### src/rtl/risc_mem_if.sv
// -----------------------------------------------------------------------------
// risc_mem_if
//   Bus between the accumulator control unit and its 16x8 synchronous memory.
//
//   mem_r        read strobe; memory presents M[mem_address] on mem_dataOut
//                in the following cycle
//   mem_w        write strobe; M[mem_address] <= mem_dataIn on the rising edge
//   mem_address  4-bit word address
//   mem_dataIn   write data towards memory
//   mem_dataOut  registered read data from memory
//
//   master : the control unit (drives strobes, address and write data)
//   slave  : the memory (drives read data)
// -----------------------------------------------------------------------------
interface risc_mem_if;
    logic       mem_r;
    logic       mem_w;
    logic [3:0] mem_address;
    logic [7:0] mem_dataIn;
    logic [7:0] mem_dataOut;

    modport master (
        output mem_r,
        output mem_w,
        output mem_address,
        output mem_dataIn,
        input  mem_dataOut
    );

    modport slave (
        input  mem_r,
        input  mem_w,
        input  mem_address,
        input  mem_dataIn,
        output mem_dataOut
    );
endinterface : risc_mem_if

### src/rtl/risc_control_unit.sv
// -----------------------------------------------------------------------------
// risc_control_unit
//   Multi-cycle control unit for a tiny accumulator machine. Each instruction
//   is fetched from a 16x8 synchronous memory, latched into IR, then executed.
//
//   Instruction: [7:6] opcode, [5] sub-op, [4] ignored, [3:0] operand address A
//     00 ADD   AC <= AC + M[A], carry <= carry-out
//     01 LOAD  AC <= M[A]
//     10 STORE M[A] <= AC
//     11 [5]=0 JMP  PC <= A
//     11 [5]=1 HALT (absorbing until reset)
//
//   Ports
//     clk     rising-edge clock
//     rst_n   asynchronous active-low reset
//     run     start/continue enable, looked at only in FETCH
//     mem     memory bus (master side of risc_mem_if)
//     ac      accumulator
//     pc      program counter
//     carry   carry out of the last ADD
//     halted  high while in HALT
//
//   Cycle flow: FETCH -> LATCH -> EXEC (-> WB for ADD/LOAD) -> FETCH.
//   ADD/LOAD take 4 cycles, STORE/JMP take 3.
// -----------------------------------------------------------------------------
module risc_control_unit #(
    parameter logic [3:0] RESET_PC = 4'd0
) (
    input  logic              clk,
    input  logic              rst_n,
    input  logic              run,
    risc_mem_if.master        mem,
    output logic [7:0]        ac,
    output logic [3:0]        pc,
    output logic              carry,
    output logic              halted
);

    typedef enum logic [2:0] {
        S_FETCH,
        S_LATCH,
        S_EXEC,
        S_WB,
        S_HALT
    } state_e;

    typedef enum logic [2:0] {
        OP_ADD,
        OP_LOAD,
        OP_STORE,
        OP_JMP,
        OP_HALT
    } op_e;

    state_e     state_q, state_d;
    logic [3:0] pc_q,    pc_d;
    logic [7:0] ac_q,    ac_d;
    logic       carry_q, carry_d;
    logic [7:0] ir_q,    ir_d;

    op_e        op;
    logic [3:0] operand;
    logic [8:0] sum;

    logic       rd_strobe;
    logic       wr_strobe;
    logic [3:0] addr;

    // -------------------------------------------------------------------------
    // Instruction decode from the latched IR. Bit 4 is a don't-care.
    // -------------------------------------------------------------------------
    assign operand = ir_q[3:0];

    always_comb begin
        op = OP_ADD;
        casez (ir_q[7:4])
            4'b00??: op = OP_ADD;
            4'b01??: op = OP_LOAD;
            4'b10??: op = OP_STORE;
            4'b110?: op = OP_JMP;
            4'b111?: op = OP_HALT;
            default: op = OP_ADD;
        endcase
    end

    // 9-bit sum so the carry-out is simply the top bit.
    assign sum = {1'b0, ac_q} + {1'b0, mem.mem_dataOut};

    // -------------------------------------------------------------------------
    // Next-state and strobe decode. Strobes depend only on registered state,
    // IR and run; mem_dataOut only feeds register next-values.
    // -------------------------------------------------------------------------
    // NOTE: every signal driven here gets a default first so no path through
    // the case statements leaves one unassigned, which would infer a latch.
    always_comb begin
        state_d   = state_q;
        pc_d      = pc_q;
        ac_d      = ac_q;
        carry_d   = carry_q;
        ir_d      = ir_q;
        rd_strobe = 1'b0;
        wr_strobe = 1'b0;
        addr      = pc_q;

        unique case (state_q)
            S_FETCH: begin
                if (run) begin
                    rd_strobe = 1'b1;
                    state_d   = S_LATCH;
                end
            end

            S_LATCH: begin
                // Memory presents the fetched word this cycle.
                ir_d    = mem.mem_dataOut;
                pc_d    = pc_q + 4'd1;
                state_d = S_EXEC;
            end

            S_EXEC: begin
                unique case (op)
                    OP_ADD, OP_LOAD: begin
                        rd_strobe = 1'b1;
                        addr      = operand;
                        state_d   = S_WB;
                    end
                    OP_STORE: begin
                        wr_strobe = 1'b1;
                        addr      = operand;
                        state_d   = S_FETCH;
                    end
                    OP_JMP: begin
                        // Replaces the incremented PC written in LATCH.
                        pc_d    = operand;
                        state_d = S_FETCH;
                    end
                    OP_HALT: begin
                        state_d = S_HALT;
                    end
                    default: state_d = S_FETCH;
                endcase
            end

            S_WB: begin
                // Only ADD and LOAD reach WB.
                if (op == OP_ADD) begin
                    ac_d    = sum[7:0];
                    carry_d = sum[8];
                end else begin
                    ac_d = mem.mem_dataOut;
                end
                state_d = S_FETCH;
            end

            S_HALT: begin
                state_d = S_HALT;
            end

            default: state_d = S_FETCH;
        endcase
    end

    // -------------------------------------------------------------------------
    // State registers.
    // -------------------------------------------------------------------------
    // NOTE: non-blocking assignments keep every register sampling the values
    // from before this edge, independent of statement order.
    // NOTE: IR is reset along with the other registers; it is a single control
    // register, not a storage array, so the reset costs nothing meaningful.
    always_ff @(posedge clk or negedge rst_n) begin
        if (!rst_n) begin
            state_q <= S_FETCH;
            pc_q    <= RESET_PC;
            ac_q    <= 8'h00;
            carry_q <= 1'b0;
            ir_q    <= 8'h00;
        end else begin
            state_q <= state_d;
            pc_q    <= pc_d;
            ac_q    <= ac_d;
            carry_q <= carry_d;
            ir_q    <= ir_d;
        end
    end

    // -------------------------------------------------------------------------
    // Outputs. Strobes are gated by rst_n so they are quiet for the whole time
    // reset is held (FETCH with run=1 would otherwise show a read strobe), and
    // an in-flight write drops as soon as reset asserts.
    // -------------------------------------------------------------------------
    assign mem.mem_r       = rd_strobe & rst_n;
    assign mem.mem_w       = wr_strobe & rst_n;
    assign mem.mem_address = addr;
    assign mem.mem_dataIn  = ac_q;

    assign ac     = ac_q;
    assign pc     = pc_q;
    assign carry  = carry_q;
    assign halted = (state_q == S_HALT);

endmodule : risc_control_unit

### src/flat_wrapper.sv
// flat-port wrapper written by rule: the top's interface ports become plain ports
module risc_control_unit_flat 
#(
    parameter logic [3:0] RESET_PC = 4'd0
)
  (clk, rst_n, run, ac, pc, carry, halted, mem_mem_r, mem_mem_w, mem_mem_address, mem_mem_dataIn, mem_mem_dataOut);
  risc_mem_if mem_i ();
  input  logic clk;
  input  logic rst_n;
  input  logic run;
  output logic [7:0] ac;
  output logic [3:0] pc;
  output logic carry;
  output logic halted;
  output wire logic [$bits(mem_i.mem_r)-1:0] mem_mem_r;
  output wire logic [$bits(mem_i.mem_w)-1:0] mem_mem_w;
  output wire logic [$bits(mem_i.mem_address)-1:0] mem_mem_address;
  output wire logic [$bits(mem_i.mem_dataIn)-1:0] mem_mem_dataIn;
  input wire logic [$bits(mem_i.mem_dataOut)-1:0] mem_mem_dataOut;
  assign mem_mem_r = mem_i.mem_r;
  assign mem_mem_w = mem_i.mem_w;
  assign mem_mem_address = mem_i.mem_address;
  assign mem_mem_dataIn = mem_i.mem_dataIn;
  assign mem_i.mem_dataOut = mem_mem_dataOut;
  risc_control_unit #(.RESET_PC(RESET_PC)) u_core (.clk(clk), .rst_n(rst_n), .run(run), .mem(mem_i), .ac(ac), .pc(pc), .carry(carry), .halted(halted));
endmodule
### config.mk
export PLATFORM = sky130hd
export DESIGN_NAME = risc_control_unit_flat
export DESIGN_NICKNAME = d
export VERILOG_FILES = /design/src/rtl/risc_mem_if.sv /design/src/rtl/risc_control_unit.sv /design/src/flat_wrapper.sv
export SDC_FILE = /design/constraint.sdc
export NUM_CORES = 1
export LEC_CHECK = 0
export CORE_UTILIZATION = 48
export DETAILED_ROUTE_END_ITERATION = 10
export PLACE_DENSITY = 0.88
export SLEW_MARGIN = 25
export SYNTH_ARGS = -nofsm -noshare
export SYNTH_HDL_FRONTEND = slang
export SYNTH_SLANG_ARGS = --single-unit
### constraint.sdc
create_clock -name clk -period 3.05 [get_ports clk]
set_input_delay 0.915 -clock clk [delete_from_list [all_inputs] [get_ports clk]]
set_output_delay 0.915 -clock clk [all_outputs]
set_load 0.005 [all_outputs]
==> results.yml <==
run_status:
  status: "finished, violations left"
  violated_checks: "DRC"
sta:
  rsz0062_at_grt: "false"
  final_period_minus_worst_setup_slack_ns: 2.95
  report.final.setup_viol: 0
  final_hold_viols: 0
  drv_slew: 0
  finalWorstSetupSlack_ns: 0.101
  worst_pin_slew_ns: 0.547
  relSlewSlack_pct: 63.4
  timing.final.crit_share_pct: 96.7
  max_freq_mhz: 339
  finClkSkew_ns: 0.00685
placed_design:
  port_buffers: 38
  dp_hpwl_mm: 2.76
  postPlaceCellArea_um2: 1960
  pre_cts_ws_ns: -0.326
  gp_congestion: 0.832
floorplan:
  initial_utilization_pct: 52.5
  core_footprint_um2: 2880
  floorplan.rows: 19
  design.portCount: 39
  chipWidth_um: 58.1
  dieHeight_um: 58.1
  dieArea_um2: 3370
pwr:
  cellLeakagePower_nw: 0.891
  power.total_w: 0.00209
  power.density_cell_area_nw_per_um2: 1040
  vdd_ir_max_uv: 468
yosys:
  synth_warnings: 0
  synth_area_leader_cell: "sky130_fd_sc_hd__dfrtp_1"
  ys_top_cells_by_count: "sky130_fd_sc_hd__dfrtp_1 (23), sky130_fd_sc_hd__nand2_1 (15), sky130_fd_sc_hd__o21ai_0 (12)"
  ys_async_sr_fraction_pct: 100
  synth_enable_flop_cells: 0
  post_synth_net_total: 180
  syn-mean-instance-area_um2: 9.49
  synth.lib_cells_used.distinct: 38
  postSynth.topFlopCell: "sky130_fd_sc_hd__dfrtp_1"
  ys_ff_latch: 23
  yosysSeqAreaShare_pct: 38.1
  synthDominantCellAreaShare_pct: 38.1
  yosys.cell_count.top_type: "sky130_fd_sc_hd__dfrtp_1"
  syn-cell-area_um2: 1510
  synthesis.instances: 159
  synth_top_cells_by_area: "sky130_fd_sc_hd__dfrtp_1 (38%), sky130_fd_sc_hd__mux2_2 (8.2%), sky130_fd_sc_hd__ha_1 (7.5%)"
clock_tree:
  clkLatencyLatePin_ns: 0.31
  tritoncts: "done"
  ctsHoldBuffers: 0
  ctsRootBufferMaster: "sky130_fd_sc_hd__clkbuf_4"
  maximum_root_to_sink_buffer_count: 2
  cts_inserted_buffers: 3
  cts.sinks: 23
  cts.htree.levels: 1
  path_clk_slew_ns: 0.13
routing:
  drt-pass1-iter-count: 7
  num_vias: 1361
  route.antenna.remaining_nets: 0
  drt_iter0_drc: 93
  drt-wirelength-per-cell_um: 14.6
  vias_per_cell: 5.58
  totalWireLength_mm: 3.55
  drc: 5
worst_setup_path:
  cp.required_ns: 3.26
  worstSetupEndpointType: "flop"
  critPathArrivalTime_ns: 3.16
  cp_max_fo: 2
  criticalPathCategory: "in2reg"
  worstSetupStartpointType: "input port"
flow_run:
  maxCapViolations: 0
global_route:
  pin_count_of_the_biggest_net_entering_global_routing: 17
  number_of_global_route_vias_before_repair: 1362
  first_pass_grt_wire_length_mm: 6.09
  antenna_found_initial: 0
  globalRouteTotalUtil_pct: 23.0
  grt-ovfl-total: 0
final_layout:
  number_of_inserted_filler_cells_in_the_final_layout: 239
  area_delta_synth_final_pct: 33.2
  antenna_cell_count: 0
  final_layout_size_suffix_gt1_share_pct: 19.3
  layout.nets: 224
  finish.instance_area_um2: 2010
hold_path:
  timing.hold.worst.class: "reg2reg"
layout make-up:
cell class | instances | area (um2) | share of cell area (%)
multi-input cells | 122 | 872 | 43.4
flip-flops and latches | 23 | 576 | 28.6
repair buffers | 51 | 475 | 23.7
well taps | 42 | 52.6 | 2.62
clock buffers | 4 | 26.3 | 1.31
inverters | 2 | 7.51 | 0.374
layer usage:
metal	global-route usage, %	vias to the layer above	routed length, um	share of wire (%)
li1	-	654	-	-
met1	30.8	651	1570	44
met2	40.4	52	1790	50
met3	2.23	4	163	4.6
met4	5.44	0	26	0.73
met5	0	-	0	0
registers in the layout, indices dropped and copies added, names as in the netlist:
register	count
u_core.pc	4
u_core.ir_q	7
u_core.state_q	3
u_core.ac	8
u_core.carry	1
metrics by stage:
step	TNS, ns	utilization, %	cells	hold WS [ns]
final	0	69.9	244	0.554
after detailed placement	-0.676	68.0	239	0.517
after global routing	0	69.9	244	0.588
after CTS	0	69.0	243	0.554
after global placement	-0.499	68.0	239	0.514
after floorplan	0	-	159	0.493
report_power, final:
group          total [W]  switching (W)  internal [W]
clock network   0.000144      0.0000927     0.0000510
registers       0.000643       0.000187      0.000456
logic            0.00130       0.000554      0.000750
cells in the final DEF (no fill, tap or decap), types with 7 or more instances in the layout:
cell type / Yosys / final
sky130_fd_sc_hd__mux2_2: 11 / 11
sky130_fd_sc_hd__buf_4: 8 / 13
sky130_fd_sc_hd__nor2_1: 11 / 11
sky130_fd_sc_hd__nand2_1: 15 / 15
sky130_fd_sc_hd__a21oi_1: 11 / 11
sky130_fd_sc_hd__nand3_1: 7 / 7
sky130_fd_sc_hd__o21ai_0: 12 / 12
sky130_fd_sc_hd__ha_1: 9 / 9
sky130_fd_sc_hd__dfrtp_1: 23 / 23
sky130_fd_sc_hd__clkdlybuf4s50_1: 0 / 36
final timing paths:
path / from / endpoint / cells after the start / slack, ns
max in group asynchronous: rst_n / u_core.ac[1]$_DFFE_PN0N_ / 2 / 2.14
worst max register to register: u_core.ac[0]$_DFFE_PN0N_ / u_core.carry$_DFFE_PN0P_ / 7 / 0.72
worst max-delay path: mem_mem_dataOut[0] / u_core.carry$_DFFE_PN0P_ / 8 / 0.10
worst min register to register: u_core.carry$_DFFE_PN0P_ / u_core.carry$_DFFE_PN0P_ / 1 / 0.55
min in group asynchronous: rst_n / u_core.ac[6]$_DFFE_PN0N_ / 2 / 0.71
worst min-delay path: u_core.carry$_DFFE_PN0P_ / u_core.carry$_DFFE_PN0P_ / 1 / 0.55
kinds of logic after synthesis:
logic type,share of synthesized area (%)
AOI/OAI and AO/OA,17.2
xor gates and xnor gates,0.581
adders and majority gates,8.79
buffers and inverters,5.55
DFF,38.1
muxes,10.9
and+or+nand+nor,18.8
worst max-delay path, stage by stage:
cell and delay (ns):
sky130_fd_sc_hd__clkdlybuf4s50_1 0.45, sky130_fd_sc_hd__ha_1 0.26, sky130_fd_sc_hd__fa_2 0.37, sky130_fd_sc_hd__a211oi_2 0.24
sky130_fd_sc_hd__o21ai_0 0.14, sky130_fd_sc_hd__and3_1 0.19, sky130_fd_sc_hd__or4b_1 0.47, sky130_fd_sc_hd__o211a_1 0.12
repair_timing:
action,CTS,global route
pin swaps,2,1
setup endpoints to repair,3,7
gates resized for setup,3,4
buffers inserted,0,1
Note: power is estimated with default switching activity, not from simulation.
==> patch: new RTL, config.mk and constraints unchanged <==
Take the reset off `ac_q` and `ir_q` and load them in a clocked block of their own.
--- a/src/rtl/risc_control_unit.sv
+++ b/src/rtl/risc_control_unit.sv
@@ -171,16 +171,17 @@
         if (!rst_n) begin
             state_q <= S_FETCH;
             pc_q    <= RESET_PC;
-            ac_q    <= 8'h00;
             carry_q <= 1'b0;
-            ir_q    <= 8'h00;
         end else begin
             state_q <= state_d;
             pc_q    <= pc_d;
-            ac_q    <= ac_d;
             carry_q <= carry_d;
-            ir_q    <= ir_d;
         end
+    end
+
+    always_ff @(posedge clk) begin
+        ac_q <= ac_d;
+        ir_q <= ir_d;
     end
 
     // -------------------------------------------------------------------------
Behaviour: differs if rst_n is asserted again (counterexample within 10 cycles, from zero or initial values and one cycle with rst_n low); with rst_n held inactive, the same outputs for 10 cycles.
==> patch against the original RTL <==
  * The run still ends with DRC left
  * First-iteration DRC count grew 2.2%
  * Final area shrank 4.3%
  * Worst setup slack gained 0.036 ns
  * Total power shrank 28%
  * Sequential cell count is the same
  * Routed wire length shrank 4.4%
  * Synthesized area shrank 3.3%
  * Sequential share of layout area grew 5.2 points
  * Count of clock-buffer cells in the layout shrank 1
  * Sequential power shrank 13%
==> patch: results (changes against the original RTL) <==
run status=finished, violations left; failing checks=DRC; pwr/cell area=779 nW/µm² (-25%); DRT iter0 DRCs=95 (+2.2%); CP Max Fanout=2 (unchanged); Max VDD drop=0.325 mV (-30%); Worst Tran Pin Value=0.886 ns (+0.339 ns); detailed-route vias per instance=5.95 (+6.7%); crit path to=mem_mem_r; sequential fraction of the synthesis area=0.446 (+0.0645); syn_nets=159 (-12%); later-pin clock latency in the skew report=0.31 ns (about the same); WL met3=203 µm (+25%); RR Startpoint=u_core.ac[0]; CP arrival=2.00 ns (-1.16 ns); number of global-route vias before repair=1,223 (-10%); gpl congestion=0.880 (+5.8%); DP HPWL=2.53 mm (-8.3%); fin nets=203 (-9.4%); share of cells above drive strength 1=0.144 (-0.0494); H-tree Lvls=1 (unchanged); # hold bufs at CTS=0 (unchanged); Area contributors post-synth=edfxtp_1 31%, dfrtp_1 14%, ha_1 7.7%, nand2_1 5.1%, buf_4 4.1%; Max Clock Skew=0.00366 ns (-0.00319 ns); cell count after synthesis=138 (-13%); Metal-1 WL=1.34 mm (-15%); n_diodes=0 (unchanged); first-pass GRT wire length=5.64 mm (-7.5%); Worst Setup SP=run; via count=1,262 (-7.3%); asr flop ratio synth=0.348 (-0.652); Num CTS Buffers=3 (unchanged); worst reg2reg endpoint=u_core.carry; R2R cell count=6 (-1); Tot GR Track Use=0.225 (-0.00556); Remaining DRCs=8 (+3); antenna violations before repair=0 (unchanged); dpl ws=-0.153 ns (+0.174 ns); clock root buffer=clkbuf_4; DR WL met2=1.84 mm (+3.0%); First-pass DRT Iterations=7 (unchanged); Leak=0.780 nW (-12%); Worst R2R Setup Slack=between 0.7 and 0.8 ns; HP Class=reg2reg; Top FF cell, synth=edfxtp_1; clock buffer depth=2 (unchanged); pin count of the biggest net entering global routing=18 (+1); Fillers=215 (-10%); Post-synth EDFFs=15 (+15); total wire length after detailed routing=3.40 mm (-4.4%); synth unique cells=40 (+5.3%); fmax=343 MHz (+1.2%); port bufs=38 (unchanged); Placement Cell Area=1850 µm² (-5.4%); cell types with the highest counts after synthesis=20 x nand2_1, 15 x edfxtp_1, 10 x o21ai_0
## patch: cell type report
cell class | count | share of cell area
clock inverters | 1 | 0.00260
flip-flops and latches | 23 | 0.338
repair buffers | 50 | 0.243
inverters | 2 | 0.00390
multi-input cells | 102 | 0.380
clock buffers | 3 | 0.0117
well taps | 31 | 0.0202
## patch: repair_timing
item / 4_1_cts / 5_1_grt
endpoints found under the hold margin: 0 / 0
resized for setup: 2 / 2
buffers inserted: 5 / 0
pin swaps: 2 / 0
endpoints found under the setup margin: 2 / 5
## patch: cell families after synthesis
family	count (synthesis)	share of synthesized area
compound gates	37	0.178
xor+xnor	1	0.00600
fa+ha+maj	10	0.0909
buf+inv	13	0.0600
flops	23	0.446
mux	6	0.0446
simple gates	48	0.174
## patch: worst min path at each step
stage	startpoint	endpoint	slack, ns	depth (start not counted)
after floorplan	u_core.state_q[2]	u_core.state_q[0]	0.48	1
after global placement	u_core.state_q[2]	u_core.state_q[0]	0.49	1
after detailed placement	u_core.state_q[2]	u_core.state_q[0]	0.52	1
after CTS	u_core.ir_q[5]	u_core.state_q[2]	0.56	1
after global routing	u_core.ir_q[5]	u_core.state_q[2]	0.59	1
final	u_core.ir_q[5]	u_core.state_q[2]	0.56	1
## patch: where the power goes
part	internal, mW	switching (mW)	total (mW)
clock network	0.0490	0.0917	0.141
registers	0.456	0.102	0.558
logic	0.447	0.353	0.800
total	0.952	0.547	1.50
## patch: worst max-delay path, cell delays in order
cell	delay, ns
clkdlybuf4s50_1	0.45
mux2i_1	0.08
nor3_2	0.19
and2_1	0.14
dlygate4sd2_1	0.22
## patch: per-layer routing
metal,up-vias,global-route usage
met5,-,0
met4,0,0.0523
met3,2,0.0522
met2,53,0.420
li1,606,-
met1,601,0.260
